## src/rtl/seven_seg_scanner_pkg.sv

```systemverilog
// Shared constants and types for the seven-segment display path (package seg_pkg).
package seg_pkg;

    localparam int unsigned NUM_DIGITS = 4;
    localparam int unsigned SEG_W      = 8;

    typedef logic [SEG_W-1:0] seg_pattern_t;

    localparam seg_pattern_t SEG_BLANK = 8'hFF;

    localparam logic [NUM_DIGITS-1:0] AN_OFF = '1;

    // Active-low anode for each digit index; index 0 is the rightmost digit.
    localparam logic [NUM_DIGITS-1:0] AN_LUT [NUM_DIGITS] = '{
        4'b1110, 4'b1101, 4'b1011, 4'b0111
    };

endpackage

```

## src/rtl/seven_seg_scanner_if.sv

```systemverilog
// Pattern/blink inputs and multiplexed pin outputs of the seven-segment scanner.
interface seven_seg_scanner_if;
    import seg_pkg::*;

    seg_pattern_t          digit0_display;
    seg_pattern_t          digit1_display;
    seg_pattern_t          digit2_display;
    seg_pattern_t          digit3_display;
    logic [NUM_DIGITS-1:0] blink_en;
    logic                  blink_toggle;
    seg_pattern_t          seg;
    logic [NUM_DIGITS-1:0] an;
    logic                  frame_start;

    modport master (
        output digit0_display, digit1_display, digit2_display, digit3_display,
        output blink_en, blink_toggle,
        input  seg, an, frame_start
    );

    modport slave (
        input  digit0_display, digit1_display, digit2_display, digit3_display,
        input  blink_en, blink_toggle,
        output seg, an, frame_start
    );

endinterface

```

## src/rtl/seven_seg_scanner_refresh_divider.sv

```systemverilog
// Free-running slot counter; tick_c is high on the last cycle of every REFRESH_DIV-cycle period.
module refresh_divider #(
    parameter int unsigned REFRESH_DIV = 100000
) (
    input  logic                           clk,
    input  logic                           rst_n,
    output logic [$clog2(REFRESH_DIV)-1:0] cnt,
    output logic                           tick_c
);

    localparam int unsigned CNT_W = $clog2(REFRESH_DIV);

    logic [CNT_W-1:0] cnt_q;
    logic [CNT_W-1:0] cnt_d;

    always_comb begin
        tick_c = (cnt_q == CNT_W'(REFRESH_DIV - 1));
        cnt_d  = tick_c ? '0 : cnt_q + CNT_W'(1);
    end

    always_ff @(posedge clk) begin
        if (!rst_n) begin
            cnt_q <= '0;
        end else begin
            cnt_q <= cnt_d;
        end
    end

    assign cnt = cnt_q;

endmodule

```

## src/rtl/seven_seg_scanner.sv

```systemverilog
// Four-digit time-multiplexed seven-segment driver with frame-synchronous shadowing and blink.
// Optional anode blanking at the start of each slot is enabled with `define SEG_GHOST_BLANK_EN.
module seven_seg_scanner
    import seg_pkg::*;
#(
    parameter int unsigned REFRESH_DIV  = 100000,
    parameter int unsigned GHOST_CYCLES = 16
) (
    input  logic                clk,
    input  logic                rst_n,
    seven_seg_scanner_if.slave  bus
);

    localparam int unsigned CNT_W = $clog2(REFRESH_DIV);
    localparam int unsigned IDX_W = $clog2(NUM_DIGITS);

    logic [CNT_W-1:0]      cnt;
    logic                  tick_c;

    logic [IDX_W-1:0]      idx_q, idx_d;
    logic                  blink_phase_q, blink_phase_d;
    seg_pattern_t          shadow_q [NUM_DIGITS];
    seg_pattern_t          shadow_d [NUM_DIGITS];
    seg_pattern_t          seg_q, seg_d;
    logic [NUM_DIGITS-1:0] an_q, an_d;
    logic                  frame_start_q, frame_start_d;
    logic                  reload_c;
    logic                  blink_blank_c;

    refresh_divider #(
        .REFRESH_DIV (REFRESH_DIV)
    ) u_refresh_divider (
        .clk    (clk),
        .rst_n  (rst_n),
        .cnt    (cnt),
        .tick_c (tick_c)
    );

`ifndef SEG_GHOST_BLANK_EN
    logic unused_ghost;
    assign unused_ghost = ^{32'(GHOST_CYCLES), cnt};
`endif

    always_comb begin
        idx_d         = idx_q;
        blink_phase_d = blink_phase_q;
        shadow_d      = shadow_q;
        frame_start_d = 1'b0;
        reload_c      = 1'b0;
        blink_blank_c = 1'b0;
        seg_d         = SEG_BLANK;
        an_d          = AN_OFF;

        if (tick_c) begin
            idx_d = idx_q + IDX_W'(1);
        end

        // A whole frame reloads only as the last digit slot ends, so a count never tears.
        reload_c = tick_c && (idx_q == IDX_W'(NUM_DIGITS - 1));
        if (reload_c) begin
            shadow_d[0]   = bus.digit0_display;
            shadow_d[1]   = bus.digit1_display;
            shadow_d[2]   = bus.digit2_display;
            shadow_d[3]   = bus.digit3_display;
            frame_start_d = 1'b1;
        end

        if (bus.blink_toggle) begin
            blink_phase_d = ~blink_phase_q;
        end

        blink_blank_c = blink_phase_q && bus.blink_en[idx_q];
        an_d          = AN_LUT[idx_q];
        seg_d         = blink_blank_c ? SEG_BLANK : shadow_q[idx_q];

`ifdef SEG_GHOST_BLANK_EN
        if (cnt < CNT_W'(GHOST_CYCLES)) begin
            an_d  = AN_OFF;
            seg_d = SEG_BLANK;
        end
`endif
    end

    always_ff @(posedge clk) begin
        if (!rst_n) begin
            idx_q         <= '0;
            blink_phase_q <= 1'b0;
            shadow_q      <= '{default: SEG_BLANK};
            seg_q         <= SEG_BLANK;
            an_q          <= AN_OFF;
            frame_start_q <= 1'b0;
        end else begin
            idx_q         <= idx_d;
            blink_phase_q <= blink_phase_d;
            shadow_q      <= shadow_d;
            seg_q         <= seg_d;
            an_q          <= an_d;
            frame_start_q <= frame_start_d;
        end
    end

    assign bus.seg         = seg_q;
    assign bus.an          = an_q;
    assign bus.frame_start = frame_start_q;

endmodule

```

## src/flat_wrapper.sv

```systemverilog
// flat-port wrapper written by rule: the top's interface ports become plain ports
module seven_seg_scanner_flat import seg_pkg::*;
#(
    parameter int unsigned REFRESH_DIV  = 100000,
    parameter int unsigned GHOST_CYCLES = 16
)
  (clk, rst_n, bus_digit0_display, bus_digit1_display, bus_digit2_display, bus_digit3_display, bus_blink_en, bus_blink_toggle, bus_seg, bus_an, bus_frame_start);
  seven_seg_scanner_if bus_i ();
  input  logic clk;
  input  logic rst_n;
  input wire logic [$bits(bus_i.digit0_display)-1:0] bus_digit0_display;
  input wire logic [$bits(bus_i.digit1_display)-1:0] bus_digit1_display;
  input wire logic [$bits(bus_i.digit2_display)-1:0] bus_digit2_display;
  input wire logic [$bits(bus_i.digit3_display)-1:0] bus_digit3_display;
  input wire logic [$bits(bus_i.blink_en)-1:0] bus_blink_en;
  input wire logic [$bits(bus_i.blink_toggle)-1:0] bus_blink_toggle;
  output wire logic [$bits(bus_i.seg)-1:0] bus_seg;
  output wire logic [$bits(bus_i.an)-1:0] bus_an;
  output wire logic [$bits(bus_i.frame_start)-1:0] bus_frame_start;
  assign bus_i.digit0_display = bus_digit0_display;
  assign bus_i.digit1_display = bus_digit1_display;
  assign bus_i.digit2_display = bus_digit2_display;
  assign bus_i.digit3_display = bus_digit3_display;
  assign bus_i.blink_en = bus_blink_en;
  assign bus_i.blink_toggle = bus_blink_toggle;
  assign bus_seg = bus_i.seg;
  assign bus_an = bus_i.an;
  assign bus_frame_start = bus_i.frame_start;
  seven_seg_scanner #(.REFRESH_DIV(REFRESH_DIV), .GHOST_CYCLES(GHOST_CYCLES)) u_core (.clk(clk), .rst_n(rst_n), .bus(bus_i));
endmodule
```

## config.mk

```make
export PLATFORM = sky130hd
export DESIGN_NAME = seven_seg_scanner_flat
export DESIGN_NICKNAME = d
export VERILOG_FILES = /design/src/rtl/seven_seg_scanner_pkg.sv /design/src/rtl/seven_seg_scanner_if.sv /design/src/rtl/seven_seg_scanner_refresh_divider.sv /design/src/rtl/seven_seg_scanner.sv /design/src/flat_wrapper.sv
export SDC_FILE = /design/constraint.sdc
export NUM_CORES = 1
export LEC_CHECK = 0
export BUFFER_PORTS_ARGS = -buffer_cell sky130_fd_sc_hd__buf_2
export CAP_MARGIN = 25
export CORE_MARGIN = 2
export CORE_UTILIZATION = 59
export DETAILED_ROUTE_END_ITERATION = 6
export GPL_ROUTABILITY_DRIVEN = 0
export PLACE_DENSITY = 0.84
export SLEW_MARGIN = 20
export SYNTH_ARGS = -nofsm -noshare
export SYNTH_HDL_FRONTEND = slang
export SYNTH_SLANG_ARGS = --single-unit
```

## constraint.sdc

```tcl
create_clock -name clk -period 3.3 [get_ports clk]
set_input_delay 0.66 -clock clk [delete_from_list [all_inputs] [get_ports clk]]
set_output_delay 0.66 -clock clk [all_outputs]
set_load 0.02 [all_outputs]
```

==> results_dict.tcl <==
set metrics [dict create \
    start_kind "flop" \
    worst-setup-path-type "flop to flop" \
    syn-cell-area_um2 2840 \
    drive_gt1_frac 0.274 \
    root_buffer "clkbuf_8" \
    crit_fanout 34 \
    synthCells 260 \
    vias_per_cell 5.99 \
    finalCritPeriodShare 0.621 \
    min_from "u_core.shadow_q[14]" \
    ys_seq_area_frac 0.459 \
    avgSynthCellArea_um2 10.9 \
    rows 25 \
    clock.fmax_mhz 488 \
    antenna_cells 0 \
    netlist.area_leader.share 0.459 \
    ys_warn_count 0 \
    powerDensity_nw_per_um2 470 \
    first_pass_iters 4 \
    reg2reg_from "u_core.u_refresh_divider.cnt[0]" \
    hpwl_um 3910 \
    async_reset_ff_frac 0 \
    final_area_um2 3270 \
    ys.flop_type "dfxtp_1" \
    leakagePower_nw 1.31 \
    hold_viol 0 \
    final-setup-viol-count 0 \
    post-cts-setup-buffers 0 \
    grt.busiest_layer "met2" \
    timing.rr.end "u_core.shadow_q[7]" \
    gr-total-overflow 0 \
    yosys_register_bits 65 \
    cts.sinks 65 \
    holdCritPathClass "flop to flop" \
    grt_pass1_vias 2014 \
    status "finished, final reports clean" \
    maxSlewHeadroom 0.521 \
    placed_cell_area_um2 3070 \
    rsz0062_at_grt "false" \
    insertion_delay_ns 0.34 \
    wl_per_cell_um 16.2 \
    tightest_slew_ns 0.719 \
    power_mw 1.53 \
    required_ns 3.58 \
    pwr-share-comb 0.047 \
    p_int_mw 1.21 \
    met1_usage 0.295 \
    die_h_um 73.4 \
    p_switching_mw 0.324 \
    wl_um 5910 \
    cts_resized 0 \
    min_period_ns 2.05 \
    cp.arrival_ns 2.33 \
    holdPathStages 1 \
    yosys-top-cells-area "dfxtp_1 (46%), a41o_1 (11%), a21o_1 (8.5%)" \
    cts_tree "yes" \
    core_um2 4690 \
    maxCapViolations 0 \
    slew_violations 0 \
    grtUsageMet2 0.371 \
    die_x_um 73.4 \
    drc 0 \
    portBuffers 51 \
    clock_skew_ns 0.00493 \
    reg2reg_depth 6 \
    postRouteAntennaNets 0 \
    synth.distinct_cells 33 \
    critPathCaptureType "flop" \
    first_iter_violations 134 \
    area_growth_pct 15.1 \
    synth_top_area_cell "dfxtp_1" \
    antenna_found_initial 0 \
    r2r_slack_ns 1.25 \
    cts_buffers 9 \
    ioPinCount 52 \
    via_count 2180 \
    start_util 0.605 \
    peakVddDrop_mv 0.343 \
    grt_max_degree 35 \
    swShare 0.211 \
    htreeDepth 3 \
    finalNetCount 350 \
    syn-num-nets 304 \
    clock_power_share 0.436 \
    tns_ns 0 \
    path_clk_slew_ns 0.07 \
    grt_first_pass_wirelength_um 9290 \
    die-area_um2 5380 \
    clk_path_buf_depth 2 \
    power.share.sequential 0.517 \
    grtUsageTotal 0.232 \
    holdBufCountCts 0 \
    synth_edf_count 0 \
    met3_usage 0.0453 \
    hold_path_end "u_core.shadow_q[14]" \
]
[placed cells by master, fill, tap and decap left out, types with 2 or more instances in the layout]
master / instances
clkinv_2: 2
nor4_1: 3
o21ai_1: 2
nand2_1: 7
buf_4: 5
a21o_1: 32
or4_4: 2
nor3_1: 4
inv_1: 7
dfxtp_1: 65
nand3_1: 9
nor2_1: 18
ha_1: 5
or3_1: 3
a21oi_1: 5
nand4_1: 4
xor2_1: 3
xnor2_1: 11
clkbuf_8: 11
a41o_1: 32
mux4_2: 9
nand2b_1: 8
buf_2: 51
[flip-flops by register name (all words and copies together) (netlist names)]
signal and count:
u_core.blink_phase_q 1, u_core.bus.an 4, u_core.bus.frame_start 1, u_core.bus.seg 8, u_core.idx_q 2, u_core.shadow_q 32
u_core.u_refresh_divider.cnt 17
[power by group through the flow]
stage | Combinational [mW] | Sequential [mW] | Clock, mW
finish | 0.0717 | 0.794 | 0.669
global route | 0.0779 | 0.794 | 0.705
CTS | 0.0720 | 0.794 | 0.679
detailed placement | 0.0714 | 0.811 | 0
global placement | 0.0698 | 0.811 | 0
floorplan | 0.0385 | 0.811 | 0
[cells by family after synthesis]
logic type,Yosys count,synth area share
flops,65,0.459
mux,9,0.0714
simple gates,65,0.131
compound gates,74,0.220
xor+xnor,14,0.0432
fa+ha+maj,5,0.0220
buf+inv,28,0.0542
[per-stage QoR]
step | util | setup WS, ns | hold slack, ns | std cells
floorplan | - | 1.39 | 0.420 | 260
detailed placement | 0.654 | 1.21 | 0.436 | 349
global placement | 0.654 | 1.28 | 0.427 | 349
CTS | 0.696 | 1.23 | 0.450 | 364
global route | 0.696 | 1.09 | 0.464 | 364
finish | 0.696 | 1.25 | 0.449 | 364
[area by class of cell]
| class | count | area, um2 |
|---|---|---|
| fillers | 348 | 1430 |
| clock inverters | 3 | 40.0 |
| well taps | 54 | 67.6 |
| repair buffers | 56 | 293 |
| multi-input cells | 167 | 1380 |
| clock buffers | 12 | 155 |
| inverters | 7 | 26.3 |
| flip-flops and latches | 65 | 1300 |
[Yosys cell counts (2+ instances only)]
cell type and number:
nand2_1 7, nand2b_1 8, inv_1 7, nor2_1 18
clkbuf_1 13, xor2_1 3, a21oi_1 5, nand4_1 4
or3_1 3, mux4_2 9, nand3_1 9, nor3_1 4
or4_4 2, buf_6 6, xnor2_1 11, dfxtp_1 65
nor4_1 3, a41o_1 32, ha_1 5, a21o_1 32
o21ai_1 2
[worst max-delay path: stages, from the launching register on]
cell and delay, ns:
dfxtp_1 0.37, ha_1 0.29, nand4b_1 0.20, nor4_4 0.38
buf_4 0.39, a41o_1 0.24, a21o_1 0.10
[worst max path at each step]
| stage | cells past startpoint | startpoint | to |
|---|---|---|---|
| finish | 6 | u_core.u_refresh_divider.cnt[0] | u_core.shadow_q[7] |
| detailed placement | 4 | bus_blink_en[3] | u_core.bus.seg[2] |
| floorplan | 6 | u_core.u_refresh_divider.cnt[0] | u_core.shadow_q[10] |
| CTS | 6 | u_core.u_refresh_divider.cnt[0] | u_core.shadow_q[7] |
| global placement | 4 | bus_blink_en[3] | u_core.bus.seg[3] |
| global route | 6 | u_core.u_refresh_divider.cnt[0] | u_core.shadow_q[7] |
[routing by layer]
| layer | vias up | wire length [um] |
|---|---|---|
| met2 | 53 | 2890 |
| met4 | 0 | 135 |
| met5 | - | 0 |
| li1 | 1075 | - |
| met1 | 1042 | 2650 |
| met3 | 10 | 233 |
No activity file was read; power rests on OpenSTA's default activity.
